===== config.mk =====
export PLATFORM = sky130hd
export DESIGN_NAME = robust_rx
export DESIGN_NICKNAME = d
export VERILOG_FILES = /design/src/rtl/robust_rx.sv
export SDC_FILE = /design/constraint.sdc
export NUM_CORES = 1
export LEC_CHECK = 0
export BUFFER_PORTS_ARGS = -buffer_cell sky130_fd_sc_hd__buf_2
export CAP_MARGIN = 20
export CORE_ASPECT_RATIO = 1.4
export CORE_MARGIN = 3
export CORE_UTILIZATION = 57
export DETAILED_ROUTE_END_ITERATION = 8
export PLACE_DENSITY = 0.79
export RECOVER_POWER = 25
export SLEW_MARGIN = 0
export SYNTH_ARGS = -nofsm -noshare
export SYNTH_HDL_FRONTEND = slang
export SYNTH_SLANG_ARGS = --single-unit
export TNS_END_PERCENT = 5

===== constraint.sdc =====
create_clock -name clk -period 3.3 [get_ports clk]
set_input_delay 0 -clock clk [delete_from_list [all_inputs] [get_ports clk]]
set_output_delay 0 -clock clk [all_outputs]
set_load 0.1 [all_outputs]

===== src/rtl/robust_rx.sv =====
// Receive buffer for a transmitter with no backpressure: a small FIFO that
// drops beats when full and records the losses in a sticky flag and a saturating counter.
module robust_rx #(
    parameter int WIDTH = 32,
    parameter int DEPTH = 4
) (
    input  logic                     clk,
    input  logic                     rst_n,
    input  logic [WIDTH-1:0]         data_in,
    input  logic                     valid,
    output logic [WIDTH-1:0]         data_out,
    output logic                     out_valid,
    input  logic                     out_ready,
    output logic [$clog2(DEPTH):0]   count,
    output logic                     overflow,
    input  logic                     ovf_clr,
    output logic [7:0]               drop_cnt
);

    localparam int AW = $clog2(DEPTH);
    localparam int CW = AW + 1;
    localparam logic [CW-1:0] FULL = CW'(DEPTH);

    logic [WIDTH-1:0] mem [DEPTH];
    logic [AW-1:0]    wr_ptr;
    logic [AW-1:0]    rd_ptr;
    logic [CW-1:0]    count_q;
    logic             push;
    logic             pop;
    logic             drop;

    assign pop  = out_valid && out_ready;
    assign push = valid && ((count_q != FULL) || pop);
    assign drop = valid && !push;

    assign count     = count_q;
    assign out_valid = (count_q != '0);
    // Storage is never reset, so the head is masked while the buffer is empty.
    assign data_out  = out_valid ? mem[rd_ptr] : '0;

    always_ff @(posedge clk) begin
        if (push) begin
            mem[wr_ptr] <= data_in;
        end
    end

    // DEPTH is a power of two, so the natural AW-bit wrap is the modulo.
    always_ff @(posedge clk or negedge rst_n) begin
        if (!rst_n) begin
            wr_ptr  <= '0;
            rd_ptr  <= '0;
            count_q <= '0;
        end else begin
            if (push) begin
                wr_ptr <= wr_ptr + 1'b1;
            end
            if (pop) begin
                rd_ptr <= rd_ptr + 1'b1;
            end
            case ({push, pop})
                2'b10:   count_q <= count_q + 1'b1;
                2'b01:   count_q <= count_q - 1'b1;
                default: count_q <= count_q;
            endcase
        end
    end

    // A drop in the same cycle as a clear takes priority and restarts the count at one.
    always_ff @(posedge clk or negedge rst_n) begin
        if (!rst_n) begin
            overflow <= 1'b0;
            drop_cnt <= '0;
        end else if (drop) begin
            overflow <= 1'b1;
            if (ovf_clr) begin
                drop_cnt <= 8'd1;
            end else if (drop_cnt != 8'hFF) begin
                drop_cnt <= drop_cnt + 8'd1;
            end
        end else if (ovf_clr) begin
            overflow <= 1'b0;
            drop_cnt <= '0;
        end
    end

endmodule


Word-level counts from Yosys, hierarchy flattened
Memories as Yosys holds them, arrays and structs flattened.
Cells that the tools add are included.

word-level totals
  flip-flop bits (word level) = 16
  bits in writable memories = 128
  input port bits = 37
  word-level logic and storage cells = 35
  memories kept = 1

memory list
  memory  words  width  read ports  clocked after Yosys merged registers in  wr ports  RTL line  text
  mem     4      32     1           0                                        1         24        logic [WIDTH-1:0] mem [DEPTH];

cells by class
  add/sub/neg operators = 5
  equal/unequal tests = 4
  multiplexer cells = 10
  reduce and logical (&&, ||, !) cells = 10

operators by type and width
  operator               number
  $mux W32               1
  $mux W8                4
  $add A8 B1 Y8 const B  1
  $ne A8 B8 Y1 const B   1
  $pmux W3 S2            1
  $reduce_bool A2 Y1     3
  $add A2 B1 Y2 const B  2
  $mux W1                4
  $add A3 B1 Y3 const B  1
  $logic_and A1 B1 Y1    3
  $ne A3 B3 Y1 const B   1
  $reduce_bool A3 Y1     1
  $sub A3 B1 Y3 const B  1
  $eq A2 B1 Y1 const B   1
  $eq A2 B2 Y1 const B   1
  $reduce_and A2 Y1      1
  $logic_not A1 Y1       1
  $logic_or A1 B1 Y1     1

Depth between registers and ports, before layout
Gate-level depths: netlist (run 1).

  depth in word-level cells = 8
  depth in mapped cells = 9
  depth with buffers taken out = 9

Worst setup path after synthesis (run 1)
No wires, ideal clock.

  kind = reg-to-output
  from = register count_q[0] (netlist: count[0])
  to = output port data_out[22]
  data arrival time = 3.141 ns
  slack = 0.159 ns
  cell stages (with the launch flop) = 4
  cell sequence = dfrtp_1 or3_1 clkbuf_1 and2_1

between the ends
  longest elaborated chain between the ends = 2

ends and longest elaborated chain
  element                 RTL line  text
  start, declared         27        logic [CW-1:0] count_q;
  start signal, assigned  61        2'b10: count_q <= count_q + 1'b1;
  start signal, assigned  62        2'b01: count_q <= count_q - 1'b1;
  start signal, assigned  63        default: count_q <= count_q;
  $reduce_bool A3 Y1      37        assign out_valid = (count_q != '0);
  net out_valid           12        output logic out_valid,
  $mux W32                39        assign data_out = out_valid ? mem[rd_ptr] : '0;
  end, declared           11        output logic [WIDTH-1:0] data_out,

The timed path passes the listed nets, and every way through them passes these cells.

Final worst setup path (run 1)
  from = register rd_ptr[0]
  to = output port data_out[1]

between the ends
  longest elaborated chain between the ends = 2

ends and longest elaborated chain
  element                 RTL line  text
  start, declared         26        logic [AW-1:0] rd_ptr;
  start signal, assigned  58        rd_ptr <= rd_ptr + 1'b1;
  $mem_v2 Z4 W32          --
  $mux W32                39

Every way passes these cells.

==> results of run 1 <==
-- layer usage --
metal	global-route usage (%)	routed length, um	share of wire (%)
met5	0	0	0
met1	24.0	4130	40
met2	33.5	5560	54
met4	7.55	180	1.7
met3	6.28	442	4.3
-- repair_timing --
| item | in CTS | in global routing |
|---|---|---|
| hold buffers | 35 | 0 |
| endpoints found under the hold margin | 153 | 0 |
| setup buffers | 0 | 0 |
| resized for setup | 0 | 0 |
-- worst paths after layout --
| kind | start | endpoint | slack [ns] |
|---|---|---|---|
| setup / recovery | rd_ptr[0] | data_out[1] | 0.75 |
| hold / removal | valid | drop_cnt[7] | 0.08 |
| setup reg to reg | count[0] | count[2] | 0.84 |
| hold reg to reg | overflow | overflow | 0.49 |
| max in group asynchronous | rst_n | rd_ptr[0] | 2.46 |
| min in group asynchronous | rst_n | drop_cnt[0] | 0.23 |
-- stage by stage --
step,util (%),cell area (um^2),std cells,worst slack [ns],hold slack [ns]
2_1_floorplan,-,5740,293,0.159,-0.296
3_3_place_gp,65.4,6290,497,0.913,-0.0695
3_5_place_dp,65.4,6290,497,0.844,-0.0609
4_1_cts,74.5,7170,563,0.684,0.0389
5_1_grt,74.3,7140,563,0.545,0.0842
6_report,74.3,7140,563,0.755,0.0777
-- cell usage in the layout, fill, tap and decap left out, types with 6 or more instances in the layout --
cell	count
dfrtp_1	15
dlygate4sd3_1	35
inv_1	7
and2_1	35
mux4_2	32
ha_1	6
edfxtp_1	128
clkbuf_1	21
clkbuf_16	17
clkinv_2	6
buf_2	61
-- layout make-up --
cell class	count	area (um^2)	share of cell area, %
Clock buffer	18	429	6.01
Clock inverter	13	98.8	1.38
Inverter	7	26.3	0.368
Multi-Input combinational cell	129	1420	19.8
Sequential cell	144	4250	59.5
Tap cell	132	165	2.31
Timing Repair Buffer	120	761	10.7
-- worst max-delay path, delay by kind of cell (launching register included) --
kind          cells  cell delay (ns)
flops             1             0.80
simple gates      1             0.19
buf+inv           2             0.63
mux               1             0.51
-- sequential cells by signal (all words and copies together), names as in the netlist --
register	count
wr_ptr	2
mem	128
overflow	1
rd_ptr	2
drop_cnt	8
count	3
-- cells by family after synthesis --
logic type	Yosys count	synth area share, %
buffers and inverters	20	1.55
adder cells (fa/ha/maj)	7	1.66
AND/OR/NAND/NOR	67	7.45
XOR/XNOR	6	0.915
multiplexers	32	12.5
flip-flops	144	73.9
AO/OA/AOI/OAI	17	1.98
==> results.sh, run 1 <==
export IMPL_dieArea_mm2=0.0113
export IMPL_grt_pass1_wl_um=16900
export IMPL_worstPathRequired_ns=3.30
export IMPL_grt_ovfl_total=0
export IMPL_clkSinkCount=144
export IMPL_slew_viol_final=0
export IMPL_vias=3083
export IMPL_clock_path_buffers=2
export IMPL_synth_commonest_cells="edfxtp_1 (128), and2_1 (35), mux4_2 (32)"
export IMPL_diodes=0
export IMPL_yosys_register_bits=144
export IMPL_drt_iter0_drc=174
export IMPL_clk_pin_slew_ns=0.06
export IMPL_yosysMostFrequentCell="edfxtp_1"
export IMPL_post_route_period_util_pct=77.1
export IMPL_htreeDepth=4
export IMPL_cp_arrival_ns=2.55
export IMPL_die_h_um=125
export IMPL_path_cells="buf_4, mux4_2, and2_1, buf_2"
export IMPL_area_growth_pct=24.3
export IMPL_synth_area_top_cells="edfxtp_1 (67%), mux4_2 (13%), dfrtp_1 (7.0%), and2_1 (3.8%), ha_1 (1.3%)"
export IMPL_hpwl_um=5950
export IMPL_synth_largest_area_cell="edfxtp_1"
export IMPL_synth_edf_count=128
export IMPL_start_util_pct=59.7
export IMPL_vias_per_cell=5.48
export IMPL_skew_ns=0.00641
export IMPL_max_stage_delay_ns=0.80
export IMPL_slew_limit_headroom_pct=40.1
export IMPL_outcome="finished clean"
export IMPL_root_buffer="clkbuf_16"
export IMPL_cts_tree="built"
export IMPL_synthCells=293
export IMPL_yosysTopAreaCellShare_pct=66.9
export IMPL_drc_errors=0
export IMPL_clock_latency_ns=0.41
export IMPL_yosys_most_used_dff="edfxtp_1"
export IMPL_hold_viol=0
export IMPL_wire_per_inst_um=18.3
export IMPL_synth_fp_nets=337
export IMPL_rsz0062_at_grt="no"
export IMPL_syn_area_mm2=0.00574
export IMPL_fmax_mhz=393
export IMPL_final_setup_tns_ns=0
export IMPL_antenna_found_initial=0
export IMPL_ys_warn_count=0
export IMPL_gp_congestion=0.754
export IMPL_cp_start_kind="flip-flop"
export IMPL_synth_seq_area_share_pct=73.9
export IMPL_first_pass_iters=4
export IMPL_end_kind="primary output"
export IMPL_fillers=589
export IMPL_holdPathStages=3
export IMPL_synthDistinctLibCells=41
export IMPL_min_period_ns=2.55
export IMPL_grt_total_usage_pct=19.9
export IMPL_die_x_um=90.8
export IMPL_ant_nets=0
export IMPL_ff2ff_path_depth=9
export IMPL_setup_viol=0
export IMPL_io_buffers=81
export IMPL_critPathMaxFanout=20
export IMPL_drive_gt1_share_pct=31.6
export IMPL_synth_avg_cell_area_um2=19.6
export IMPL_grt_pass1_vias=3316
export IMPL_cap_violations=0
export IMPL_grt_max_degree=35
export IMPL_coreArea_mm2=0.00962
export IMPL_cts_made_buffers=17
export IMPL_tightest_slew_ns=0.898
export IMPL_wl_um=10300
export IMPL_hp_class="in -> reg"
export IMPL_critical_path_class="reg -> out"
export IMPL_io_pin_count=82
export IMPL_nets=463
export IMPL_crit_path_top_delay_cell="dfrtp_2"
export IMPL_synthArstFlopShare_pct=11.1
export IMPL_rows=42
Power of run 1 is not shown: default switching activity piles up to over one toggle a cycle in this logic, so the estimate is an artifact.
==> run 2, diff against run 1 <==
clock period = 2.5 ns   (was 3.3 ns; I/O delays follow)
==> run 2 against run 1 <==
Critical path depth rose by 5. Global-route usage rose by 0.25 points. Cell count rose by 0.71%.
==> results.sh, run 2 (same netlist as run 1, synthesis figures left out) <==
export IMPL_outcome="finished clean"
export IMPL_crit_path_top_delay_cell="or4b_4"
export IMPL_crit_family="simple AND/OR/NAND/NOR gates"
export IMPL_register_area_mm2=0.00426
export IMPL_slew_limit_headroom_pct=39.8
export IMPL_setup_viol=0
export IMPL_top_register="mem"
export IMPL_drc_errors=0
export IMPL_cp_num_cells=9
export IMPL_ff2ff_path_depth=9
export IMPL_rrSetupSlack_ns=0.1
export IMPL_cts_tree="built"
export IMPL_skew_ns=0.00464
export IMPL_vias_per_cell=5.44
export IMPL_nets=466
export IMPL_worst_path_buf_inv=2
export IMPL_fmax_mhz=416
export IMPL_rr_endpoint="count[2]"
export IMPL_vias=3084
export IMPL_drive_gt1_share_pct=32.4
export IMPL_grt_pass1_vias=3355
export IMPL_max_stage_delay_ns=0.53
export IMPL_final_setup_tns_ns=0
export IMPL_grt_busiest_layer="met2"
export IMPL_area_growth_pct=24.7
export IMPL_min_delay_start="valid"
export IMPL_cp_start_kind="flip-flop"
export IMPL_final_cell_mix="edfxtp_1 (128), buf_2 (62), and2_1 (34), dlygate4sd3_1 (34), mux4_2 (32)"
export IMPL_clk_pin_slew_ns=0.05
export IMPL_met3_usage_pct=5.92
export IMPL_post_route_period_util_pct=96.1
export IMPL_diodes=0
export IMPL_multi_input_area_mm2=0.00142
export IMPL_grt_total_usage_pct=20.1
export IMPL_clock_latency_ns=0.41
export IMPL_worstPathRequired_ns=2.83
export IMPL_grt_util_met1_pct=23.1
export IMPL_first_pass_iters=5
export IMPL_r2r_start="count[0]"
export IMPL_grt_max_degree=34
export IMPL_start_util_pct=59.7
export IMPL_hpwl_um=6310
export IMPL_critPathMaxFanout=5
export IMPL_grt_ovfl_total=0
export IMPL_hold_end="wr_ptr[1]"
export IMPL_largest_register_ff_count=128
export IMPL_coreArea_mm2=0.00962
export IMPL_wire_per_inst_um=19.0
export IMPL_tightest_slew_ns=0.903
export IMPL_hold_viol=0
export IMPL_wl_um=10700
export IMPL_root_buffer="clkbuf_16"
export IMPL_die_x_um=90.8
export IMPL_gp_congestion=0.750
export IMPL_io_buffers=81
export IMPL_grt_pass1_wl_um=17100
export IMPL_clock_path_buffers=2
export IMPL_hp_class="in -> reg"
export IMPL_ant_nets=0
export IMPL_min_period_ns=2.40
export IMPL_clkSinkCount=144
export IMPL_drt_iter0_drc=231
export IMPL_path_cells="or4b_4, and2_4, inv_1, ha_2, inv_1, fa_1, xor2_1, nor2_1, xor2_1"
export IMPL_end_kind="flip-flop"
export IMPL_cap_violations=0
export IMPL_io_pin_count=82
export IMPL_final_common_cell="edfxtp_1"
export IMPL_fillers=592
export IMPL_grtUsageMet2_pct=35.1
export IMPL_dieArea_mm2=0.0113
export IMPL_htreeDepth=4
export IMPL_slew_viol_final=0
export IMPL_die_h_um=125
export IMPL_cp_arrival_ns=2.73
export IMPL_cts_made_buffers=17
export IMPL_rows=42
export IMPL_antenna_found_initial=0
export IMPL_holdPathStages=3
export IMPL_holdWs_ns=0.0275
export IMPL_critical_path_class="reg -> reg"
## run 2: cell count changes in the layout (fill, tap and decap cells not counted), moves of 3 or more
cell | before | now
buf_4 | 4 | 8
clkinvlp_4 | 3 | 0
clkinv_1 | 2 | 6
dfrtp_1 | 15 | 11
## run 2: how the worst max path moves through the flow
stage | slack, ns | to | startpoint
finish | 0.1 | count[2] | count[0]
detailed placement | 0.14 | count[2] | count[0]
global route | -0.04 | count[2] | count[0]
global placement | 0.19 | count[2] | count[0]
CTS | 0.13 | count[2] | count[0]
floorplan | 0.01 | count[2] | count[0]
## run 2: what timing repair did
action	4_1_cts	5_1_grt
hold endpoints to repair	152	0
buffers inserted	0	2
gates resized for setup	0	1
setup endpoints to repair	0	1
hold buffers	34	0
## run 2: per-stage QoR
step	setup slack, ns	instances	util (%)	cell area (um^2)
finish	0.0971	567	74.5	7160
global route	-0.0356	567	74.5	7160
CTS	0.128	565	74.5	7170
detailed placement	0.145	499	65.7	6310
global placement	0.189	499	65.7	6310
floorplan	0.0141	293	-	5760
## run 2: layout make-up
| type | count | share of cell area, % |
|---|---|---|
| clock buffer | 21 | 6.15 |
| sequential | 144 | 59.4 |
| multi-input combinational | 129 | 19.8 |
| tap | 132 | 2.31 |
| clock inverter | 11 | 1.01 |
| inverter | 7 | 0.367 |
| timing repair buffer | 123 | 10.9 |
## run 2: per-layer routing
layer	up-vias	part of all wire, %
li1	1424	-
met1	1543	38
met2	98	56
met3	19	4.8
met4	0	1.9
met5	-	0
## run 2: worst register-to-register path, cell delays in order, from the launching register on
cell	delay [ns]
dfrtp_4	0.50
or4b_4	0.53
and2_4	0.17
inv_1	0.06
ha_2	0.19
inv_1	0.06
fa_1	0.38
xor2_1	0.15
nor2_1	0.13
xor2_1	0.16
Power of run 2 is left out for the same reason.
==> run 3, diff against run 2 <==
HOLD_SLACK_MARGIN = 0.02   (was unset)
PLACE_DENSITY = 0.82   (was 0.79)
==> run 3 against run 2 <==
Clock skew up 0.010 ns. Utilization up 1.1 points. First-iteration DRC count down 35%. Wire length up 5.6%. Sequential share of layout area down 0.89 points. Global-route usage up 1.3 points. Count of clock-buffer cells in the layout down 1. Critical path type unchanged. Highest routed layer unchanged.
==> results.sh, run 3 (same netlist as run 1, synthesis figures left out) <==
export IMPL_hpwl_um=6220
export IMPL_final_setup_tns_ns=0
export IMPL_diodes=0
export IMPL_top_register="mem"
export IMPL_io_pin_count=82
export IMPL_post_route_period_util_pct=92.3
export IMPL_final_common_cell="edfxtp_1"
export IMPL_grt_max_degree=34
export IMPL_clock_path_buffers=2
export IMPL_drt_iter0_drc=151
export IMPL_die_h_um=125
export IMPL_slew_viol_final=0
export IMPL_ant_nets=0
export IMPL_grt_pass1_wl_um=18100
export IMPL_clk_pin_slew_ns=0.06
export IMPL_vias_per_cell=5.57
export IMPL_rows=42
export IMPL_cts_tree="built"
export IMPL_critPathMaxFanout=4
export IMPL_cp_arrival_ns=2.65
export IMPL_antenna_found_initial=0
export IMPL_grt_ovfl_total=0
export IMPL_grtUsageMet2_pct=36.3
export IMPL_final_cell_mix="edfxtp_1 (128), buf_2 (63), dlygate4sd3_1 (36)"
export IMPL_dp_slack_ns=0.151
export IMPL_dieArea_mm2=0.0113
export IMPL_wire_per_inst_um=20.0
export IMPL_met3_usage_pct=5.02
export IMPL_min_period_ns=2.31
export IMPL_stdcell_area_mm2=0.00727
export IMPL_critical_path_class="reg -> reg"
export IMPL_coreArea_mm2=0.00962
export IMPL_worstPathRequired_ns=2.84
export IMPL_wl_um=11300
export IMPL_rsz0062_at_grt="no"
export IMPL_cap_violations=0
export IMPL_grt_pass1_vias=3394
export IMPL_start_util_pct=59.7
export IMPL_gp_congestion=0.777
export IMPL_grt_total_usage_pct=21.4
export IMPL_place_area_mm2=0.00632
export IMPL_die_x_um=90.8
export IMPL_final_util_pct=75.6
export IMPL_skew_ns=0.0146
export IMPL_vias=3161
export IMPL_end_kind="flip-flop"
export IMPL_grt_busiest_layer="met2"
export IMPL_hold_viol=0
export IMPL_multi_input_area_mm2=0.00142
export IMPL_root_buffer="clkbuf_16"
export IMPL_fmax_mhz=433
export IMPL_largest_register_ff_count=128
export IMPL_clkSinkCount=144
export IMPL_slew_limit_headroom_pct=41.8
export IMPL_area_growth_pct=26.6
export IMPL_io_buffers=81
export IMPL_cts_made_buffers=17
export IMPL_setup_viol=0
export IMPL_drive_gt1_share_pct=33.8
export IMPL_first_pass_iters=4
export IMPL_clock_latency_ns=0.42
export IMPL_fillers=565
export IMPL_cp_start_kind="flip-flop"
export IMPL_hp_class="in -> async"
export IMPL_register_area_mm2=0.00426
export IMPL_setup_slack_ns=0.191
export IMPL_htreeDepth=4
export IMPL_outcome="finished clean"
export IMPL_drc_errors=0
export IMPL_tightest_slew_ns=0.872
export IMPL_grt_util_met1_pct=26.0
export IMPL_nets=466
run 3: cell count changes in the layout (fill, tap and decap cells not counted), moves of 2 or more:
| cell | previous run | this run |
|---|---|---|
| bufinv_16 | 1 | 4 |
| dlygate4sd3_1 | 34 | 36 |
| clkinv_1 | 6 | 0 |
| clkinv_2 | 4 | 6 |
| buf_4 | 8 | 5 |
| clkbuf_1 | 23 | 21 |
run 3: critical path, cell delays in order (launching register included):
cell and delay [ns]:
dfrtp_4 0.47, or4b_4 0.52, and2_4 0.17, inv_1 0.05, ha_2 0.19, inv_1 0.05, fa_1 0.37, xor2_1 0.15
nor2_1 0.12, xor2_1 0.14
run 3: layout make-up:
type / count / area share (%)
clock buffers: 20 / 6.01
multi-input cells: 129 / 19.5
well taps: 132 / 2.27
clock inverters: 12 / 2.29
repair buffers: 123 / 11.0
flip-flops and latches: 144 / 58.5
inverters: 7 / 0.361
run 3: metrics by stage:
step	hold slack, ns	std cells
floorplan	-0.296	293
global placement	-0.0660	498
detailed placement	-0.0572	498
CTS	0.0267	566
global route	0.286	567
finish	0.213	567
run 3: timing repair:
| action | CTS | global route |
|---|---|---|
| setup endpoints to repair | 0 | 1 |
| hold buffers | 36 | 0 |
| resized for setup | 0 | 1 |
| buffers inserted | 0 | 1 |
| endpoints found under the hold margin | 155 | 0 |
run 3: path summary, 6_finish.rpt:
| kind | slack (ns) | startpoint | depth (start not counted) | end |
|---|---|---|---|---|
| min in group clk | 0.35 | data_in[23] | 2 | mem[2][23] |
| min reg2reg | 0.48 | overflow | 1 | overflow |
| min | 0.21 | rst_n | 2 | count[0] |
| max in group asynchronous | 1.66 | rst_n | 2 | count[2] |
| max | 0.19 | count[0] | 9 | count[2] |
| max reg2reg | 0.19 | count[0] | 9 | count[2] |
run 3: per-layer routing:
| layer | vias to the layer above | wire length (um) | part of all wire, % |
|---|---|---|---|
| met5 | - | 0 | 0 |
| met4 | 0 | 278 | 2.4 |
| met3 | 23 | 450 | 4.0 |
| met2 | 108 | 6180 | 54 |
| met1 | 1611 | 4430 | 39 |
| li1 | 1419 | - | - |
Power of run 3 is left out for the same reason.
